`src/rtl/fft_stage_sequencer.sv`:
```
// fft_stage_sequencer: in-place radix-2 DIT FFT address/twiddle sequencer with delayed write-back.
// Optional macro FFT_SEQ_STAGE_SCALE_EN enables the per-butterfly o_scale request.
module fft_stage_sequencer #(
  parameter int N_POINTS   = 512,
  parameter int BF_LATENCY = 5
) (
  input  logic                          clk,
  input  logic                          rst,
  input  logic                          i_start,
  output logic                          o_busy,
  output logic                          o_done,
  output logic [$clog2(N_POINTS)-1:0]   o_addr_a,
  output logic [$clog2(N_POINTS)-1:0]   o_addr_b,
  output logic                          o_wr_en,
  output logic                          o_rd_issue,
  output logic [$clog2(N_POINTS)-2:0]   o_twiddle_addr,
  output logic [$clog2(N_POINTS)-1:0]   o_stage,
  output logic                          o_scale
);
  localparam int AW = $clog2(N_POINTS);
  localparam int TW = AW - 1;
  localparam int L  = BF_LATENCY;
  typedef enum logic [1:0] {IDLE, RUN, DRAIN, DONE} state_t;
  state_t state_q, state_d;
  logic [AW-1:0] stage_q, stage_d, j_q, j_d, rd_s, rd_j;
  logic [AW-1:0] a_q, a_d, b_q, b_d, mask, pos, ra, rb, tsh;
  logic [TW-1:0] tw_q, tw_d, rtw;
  logic rd_q, rd_d, wr_q, wr_d;
  logic [L-1:0] dv_q;
  logic [L-1:0][AW-1:0] da_q, db_q;
  always_comb begin
    state_d = state_q;
    rd_s    = stage_q;
    rd_j    = j_q;
    rd_d    = 1'b0;
    case (state_q)
      IDLE: if (i_start) begin
        state_d = RUN;
        rd_d    = 1'b1;
        rd_s    = '0;
        rd_j    = '0;
      end
      RUN: begin
        if (rd_q && j_q == AW'(N_POINTS / 2)) state_d = DRAIN;
        else rd_d = ~rd_q;
      end
      // The delay line is empty exactly in the cycle the last write of the stage is driven
      DRAIN: if (dv_q == '0) begin
        if (stage_q == AW'(AW - 1)) state_d = DONE;
        else begin
          state_d = RUN;
          rd_d    = 1'b1;
          rd_s    = stage_q + AW'(1);
          rd_j    = '0;
        end
      end
      default: state_d = IDLE;
    endcase
    stage_d = rd_d ? rd_s : stage_q;
    j_d     = rd_d ? rd_j + AW'(1) : j_q;
    mask    = (AW'(1) << rd_s) - AW'(1);
    pos     = rd_j & mask;
    ra      = ((rd_j >> rd_s) << (rd_s + AW'(1))) | pos;
    rb      = ra + mask + AW'(1);
    tsh     = AW'(AW - 1) - rd_s;
    rtw     = TW'(pos << tsh);
    wr_d    = dv_q[L-1];
    a_d     = rd_d ? ra : wr_d ? da_q[L-1] : a_q;
    b_d     = rd_d ? rb : wr_d ? db_q[L-1] : b_q;
    tw_d    = rd_d ? rtw : tw_q;
  end
  always_ff @(posedge clk or posedge rst) begin
    if (rst) begin
      state_q <= IDLE;
      stage_q <= '0;
      j_q     <= '0;
      a_q     <= '0;
      b_q     <= '0;
      tw_q    <= '0;
      rd_q    <= 1'b0;
      wr_q    <= 1'b0;
      dv_q    <= '0;
      da_q    <= '0;
      db_q    <= '0;
    end else begin
      state_q <= state_d;
      stage_q <= stage_d;
      j_q     <= j_d;
      a_q     <= a_d;
      b_q     <= b_d;
      tw_q    <= tw_d;
      rd_q    <= rd_d;
      wr_q    <= wr_d;
      dv_q    <= {dv_q[L-2:0], rd_d};
      da_q    <= {da_q[L-2:0], ra};
      db_q    <= {db_q[L-2:0], rb};
    end
  end
  assign o_busy         = state_q != IDLE;
  assign o_done         = state_q == DONE;
  assign o_addr_a       = a_q;
  assign o_addr_b       = b_q;
  assign o_wr_en        = wr_q;
  assign o_rd_issue     = rd_q;
  assign o_twiddle_addr = tw_q;
  assign o_stage        = stage_q;
`ifdef FFT_SEQ_STAGE_SCALE_EN
  logic scale_q;
  always_ff @(posedge clk or posedge rst) begin
    if (rst) scale_q <= 1'b0;
    else scale_q <= rd_d;
  end
  assign o_scale = scale_q;
`else
  assign o_scale = 1'b0;
`endif
endmodule

```
`config.mk`:
```
export PLATFORM = sky130hd
export DESIGN_NAME = fft_stage_sequencer
export DESIGN_NICKNAME = d
export VERILOG_FILES = /design/src/rtl/fft_stage_sequencer.sv
export SDC_FILE = /design/constraint.sdc
export NUM_CORES = 1
export LEC_CHECK = 0
export ABC_AREA = 1
export CORE_MARGIN = 10
export CORE_UTILIZATION = 59
export DETAILED_ROUTE_END_ITERATION = 12
export PLACE_DENSITY = 0.8
export SYNTH_ARGS = -nofsm -noshare
export SYNTH_HDL_FRONTEND = slang
export SYNTH_SLANG_ARGS = --single-unit
```
`constraint.sdc`:
```
create_clock -name clk -period 6.8 [get_ports clk]
set_input_delay 1.36 -clock clk [delete_from_list [all_inputs] [get_ports clk]]
set_output_delay 1.36 -clock clk [all_outputs]
set_load 0.01 [all_outputs]
```
==> out/results.txt, run 1 <==
Status = finished clean
Post-route setup TNS = 0 ns
CTS resizes = 0
TritonCTS clock tree = yes
Total Wirelength = 16200 um
Clock buffer depth = 2
Syn Std Cell Area = 0.00668 mm2
H-tree levels = 4
Worst slack at placement = 0.948 ns
Crit end category = flop
# diodes = 0
Least-Margin Pin Slew = 0.722 ns
CP Data Required Time = 7.15 ns
P_leak = 3.70 nW
Max-slew headroom = 51.9%
Crit path time final = 5.59 ns
I/O Pins = 43
Number of detailed-route iterations in the first pass = 5
Post-Syn Instances = 736
Post-route insts no fill = 933
EDFF count, synth = 0
Fin nets = 800
Hold Fails Final Rpt = 0
Drt drc = 0
CP Max Fanout = 14
Crit path DAT = 5.93 ns
DR WL/cell = 17.4 um
Highest metal used = met4
Wire length on met3 = 974 um
Min-delay worst type = flop to flop
MaxCap Viol Count = 0
Top cell type's share of synthesized area = 53.2%
Util after Layout = 71.2%
Finish-stage setup viols = 0
Initial DRC count = 486
M1 WL = 7170 um
Fin Hold WS = 0.343 ns
Grt ovf = 0
Total CTS buffers = 17
CTS sink cnt = 142
Max VDD drop = 0.316 mV
Initial core utilization = 60.8%
Ys Warns = 0
Tcrit/Tclk final = 82.1%
Final clock skew = 0.00477 ns
DIE AREA = 0.0160 mm2
Synth top area cells = dfrtp_1 53%, nand2_1 10%, nand3_1 7.8%
Main combinational cell family by area after synthesis = simple AND/OR/NAND/NOR gates
Worst reg2reg path startpoint = o_stage[0]
Avg Synthesized Cell Area = 9.08 um2
Mux share of post-synthesis cell area = 0%
Yosys reg bits = 142
Post-Synth XOR/XNOR Area = 2.70%
Critical path startpoint = i_start
Core area = 0.0110 mm2
CP Class = input port to flop
Vias per cell = 5.65
Layout cells sized above 1 = 13.2%
Post-synth top area cell = dfrtp_1
Gr usage total = 20.7%
Placed Cells = 903
Hold Crit Start = db_q[8]
Largest net degree at the start of global routing = 83
Fin worst setup slack = 1.21 ns
CP startpoint kind = input port
Post-synthesis simple-gate area fraction = 29.9%
Synthesis-to-layout area growth = 17.1%
Post-synth top flop = dfrtp_1
Total length of routed met2 wires = 7780 um
Synth unique cells = 46
Synthesized Nets = 754
Worst skew pair latency = 0.42 ns
HPWL Detailed = 11500 um
Port buffer count = 41
Via count = 5273
CTS hold repair buffers = 0
Global-route wire length before repair = 26700 um
CTS root buf = clkbuf_16
Adder-Cell Fraction of Synth Area = 2.92%
Setup bufs post-CTS = 0
Asr flop ratio synth = 100%
Row count = 38
Initial antenna violation count = 0
Die X-Extent = 126 um
Synth Area in Compound Gates = 5.37%
Routed Antenna Nets = 0
Cell Pwr Density = 233 mW/mm2
Unrepaired setup endpoints after global routing = false
Die height = 126 um
Post-synthesis sequential area ratio = 53.2%
Slew Limit Fails = 0
Reg clk slew, reported paths = 0.06 ns
Vias in the first global route = 5090
Routability cong. = 0.895
Max Fclk = 0.179 GHz
==> routing by layer <==
layer | up-vias | track usage [%]
met3 | 31 | 5.79
met4 | 0 | 7.84
met5 | - | 0
li1 | 2499 | -
met2 | 176 | 32.0
met1 | 2567 | 27.1
==> layout make-up <==
| type | count | area [um2] |
|---|---|---|
| inverter | 74 | 285 |
| clock buffer | 22 | 484 |
| sequential | 142 | 3550 |
| fill | 792 | 3160 |
| clock inverter | 8 | 129 |
| multi-input combinational | 499 | 2730 |
| tap | 140 | 175 |
| timing repair buffer | 48 | 463 |
==> logic make-up (layout without fill, tap and decap cells) <==
family	after synthesis	in the layout
compound gates	62	62
xor+xnor	18	18
fa+ha+maj	15	15
buf+inv	95	152
flops	142	142
other cells	1	1
simple gates	403	403
==> where the power goes <==
part | internal (mW) | switching, mW
clock network | 0.614 | 0.347
logic | 0.00154 | 0.0156
registers | 0.845 | 0
==> stage by stage <==
step | total power [mW] | area (um2)
2_1_floorplan | 0.874 | 6680
3_3_place_gp | 0.878 | 7210
3_5_place_dp | 0.879 | 7210
4_1_cts | 1.84 | 7820
5_1_grt | 1.88 | 7820
6_report | 1.82 | 7820
==> cell usage after synthesis, drive strengths merged (3+ instances only) <==
cell,instances
nand2,199
dfrtp,142
nand3,111
inv,73
nor2,59
o21ai,27
nand4,26
a21oi,22
xor2,16
ha,14
clkbuf,11
buf,10
o211ai,4
nor3,3
nor4,3
==> layout by cell type, fill, tap and decap left out, types with 4 or more instances in the layout <==
cell             Yosys  layout
nand3_2              5       5
buf_4                2       7
nand2_2             14      14
xor2_1              14      14
o21ai_1             10      10
dfrtp_1            142     142
nand2_1            180     180
nand4_1             26      26
o211ai_1             4       4
nand2_4              5       5
a21oi_1             21      21
nor2_1              41      41
nand3_1            104     104
clkbuf_8             0       4
inv_1               57      56
inv_2               15      15
o21ai_0             17      17
ha_1                14      14
nor2_4              10      10
clkdlybuf4s50_1      0      41
clkbuf_16            0      17
nor2_2               6       6
==> critical path, cell delays in order <==
cell and delay [ns]:
clkdlybuf4s50_1 0.42, o21ai_1 0.50, inv_2 0.08, nand3_2 0.13, nand2_1 0.09, nand2_2 0.27
ha_1 0.25, nand3_1 0.14, o21ai_1 0.18, nand4_1 0.18, nor2_4 0.22, nand3_1 0.11
nand2_1 0.10, nand2_1 0.05, nand2_1 0.10, nand2_1 0.06, nand2_1 0.13, ha_1 0.30
a21oi_1 0.18, nand2_1 0.11, a21oi_1 0.15, o21bai_1 0.10, a21oi_1 0.15, nor2_1 0.05
nor2_1 0.11, xor2_1 0.21, nor2_1 0.06, o21ai_0 0.15
==> registers in the layout, indices dropped and copies added, names as in the netlist <==
name,count
o_wr_en,1
o_addr_b,9
dv_q,5
o_stage,9
o_twiddle_addr,8
db_q,45
j_q,9
o_addr_a,9
state_q,2
da_q,45
==> path summary, 6_finish.rpt <==
path / endpoint / slack, ns / cells past startpoint
worst max-delay path: o_addr_b[7] / 1.21 / 28
min in group asynchronous: da_q[41] / 1.42 / 2
worst max register to register: o_addr_b[7] / 1.95 / 30
max in group asynchronous: o_stage[6] / 4.17 / 3
worst min register to register: db_q[17] / 0.34 / 0
worst min-delay path: db_q[17] / 0.34 / 0
Power figures use the tool's default switching activity.
==> run 2, diff against run 1 <==
==> constraint.sdc (replaced) <==
create_clock -name clk -period 5.4 [get_ports clk]
set_input_delay 1.08 -clock clk [delete_from_list [all_inputs] [get_ports clk]]
set_output_delay 1.08 -clock clk [all_outputs]
set_load 0.01 [all_outputs]
==> out/results.txt, run 2 (synthesis gave the netlist of run 1 again) <==
Clock power share = 51.1%
Least-Margin Pin Slew = 0.956 ns
CP startpoint kind = input port
Total Wirelength = 16700 um
Worst skew pair latency = 0.42 ns
Port buffer count = 41
Reg2reg setup slack = 0.59 ns
Finish-stage setup viols = 0
Die X-Extent = 126 um
CTS root buf = clkbuf_16
Crit path time final = 4.96 ns
Grt ovf = 0
Placed Cells = 915
Hold Crit Start = da_q[31]
HPWL Detailed = 11600 um
Final clock skew = 0.00786 ns
Reg2reg path depth = 30
RR Endpoint = o_addr_b[7]
CTS sink cnt = 142
Reg clk slew, reported paths = 0.06 ns
Vias per cell = 5.72
Initial antenna violation count = 0
Commonest non-fill, non-tap cell in the layout = nand2_1
Max Fclk = 0.202 GHz
Regs by FF count = da_q (45), db_q (45)
Unrepaired setup endpoints after global routing = false
Switching Fraction = 21.1%
Crit end category = flop
I/O Pins = 43
Hold Fails Final Rpt = 0
CTS resizes = 0
Final Power = 2.22 mW
CP Data Required Time = 5.74 ns
DIE AREA = 0.0160 mm2
Core area = 0.0110 mm2
CP Class = input port to flop
TritonCTS clock tree = yes
Initial core utilization = 60.8%
Synthesis-to-layout area growth = 17.7%
Fin Hold WS = 0.343 ns
Post-route setup TNS = 0 ns
Min-Delay Path Depth = 0
Critical path startpoint = i_start
Total CTS buffers = 17
Gr usage total = 21.4%
Max-slew headroom = 36.3%
Tcrit/Tclk final = 91.9%
Worst reg2reg path startpoint = dv_q[4]
MaxCap Viol Count = 0
Post-route insts no fill = 944
Util after Layout = 71.6%
Routability cong. = 0.934
Row count = 38
Routed Antenna Nets = 0
Crit path DAT = 5.30 ns
Sw power = 0.469 mW
Clock buffer depth = 2
Setup bufs post-CTS = 0
Status = finished clean
CP endpoint = o_addr_b[7]
Vias in the first global route = 5547
Number of detailed-route iterations in the first pass = 5
Die height = 126 um
CP Max Fanout = 18
Max VDD drop = 0.307 mV
Largest net degree at the start of global routing = 112
Fillers = 832
Via count = 5403
CTS hold repair buffers = 0
# diodes = 0
Global-route wire length before repair = 27800 um
Slew Limit Fails = 0
Register share of total power = 47.9%
Layout cells sized above 1 = 14.4%
DR WL/cell = 17.7 um
Cell Pwr Density = 282 mW/mm2
Combinational power share = 1.0%
Drt drc = 0
Commonest cells after routing, fill and taps aside = 180 x nand2_1, 142 x dfrtp_1, 104 x nand3_1
Initial DRC count = 541
H-tree levels = 4
Fin nets = 812
P_leak = 3.72 nW
Int Power = 1.75 mW
Min-delay worst type = flop to flop
## run 2: final cells by class
cell class / count / area (um2) / share of cell area, %
sequential: 142 / 3550 / 45.2
multi-input combinational: 499 / 2740 / 34.8
timing repair buffer: 60 / 553 / 7.03
clock buffer: 20 / 447 / 5.68
inverter: 74 / 285 / 3.63
tap: 140 / 175 / 2.23
clock inverter: 9 / 114 / 1.45
## run 2: power groups by stage
| stage | Sequential [mW] | Combinational, mW | Clock [mW] |
|---|---|---|---|
| final | 1.06 | 0.0222 | 1.13 |
| after global placement | 1.08 | 0.0226 | 0 |
| after CTS | 1.06 | 0.0236 | 1.15 |
| after global routing | 1.06 | 0.0262 | 1.19 |
| after detailed placement | 1.08 | 0.0236 | 0 |
| after floorplan | 1.08 | 0.0162 | 0 |
## run 2: per-layer routing
| layer | up-vias | GRT usage [%] | wire (um) |
|---|---|---|---|
| li1 | 2530 | - | - |
| met1 | 2621 | 26.1 | 7030 |
| met2 | 226 | 34.8 | 8140 |
| met3 | 26 | 6.79 | 1210 |
| met4 | 0 | 7.70 | 344 |
| met5 | - | 0 | 0 |
## run 2: worst min-delay path by stage
stage | to | slack (ns)
after floorplan | da_q[10] | 0.33
final | da_q[40] | 0.34
after detailed placement | db_q[28] | 0.34
after global routing | db_q[14] | 0.35
after CTS | da_q[35] | 0.35
after global placement | da_q[43] | 0.33
## run 2: worst max-delay path, cell delays in order
cell and delay [ns]:
clkdlybuf4s50_1 0.50, o21ai_2 0.14, nand2_1 0.13, nand2_4 0.09, nor2_8 0.27, nand2_4 0.17
nor2_4 0.16, inv_4 0.05, nor2_1 0.10, inv_1 0.06, nor2_2 0.12, inv_1 0.06
ha_1 0.25, xnor2_2 0.17, nand2_1 0.13, nand2_1 0.13, ha_1 0.36, a21oi_1 0.20
nand2_1 0.15, a21oi_1 0.17, o21bai_1 0.11, a21oi_1 0.14, nor2_1 0.06, nor2_1 0.11
xor2_1 0.18, nor2_1 0.06, o21ai_0 0.14
## run 2: through the flow
stage / cell area (um2) / setup WS [ns]
after floorplan: 6680 / 0.510
after global placement: 7300 / 0.213
after detailed placement: 7300 / 0.0155
after CTS: 7860 / 0.376
after global routing: 7870 / 0.0730
final: 7870 / 0.439
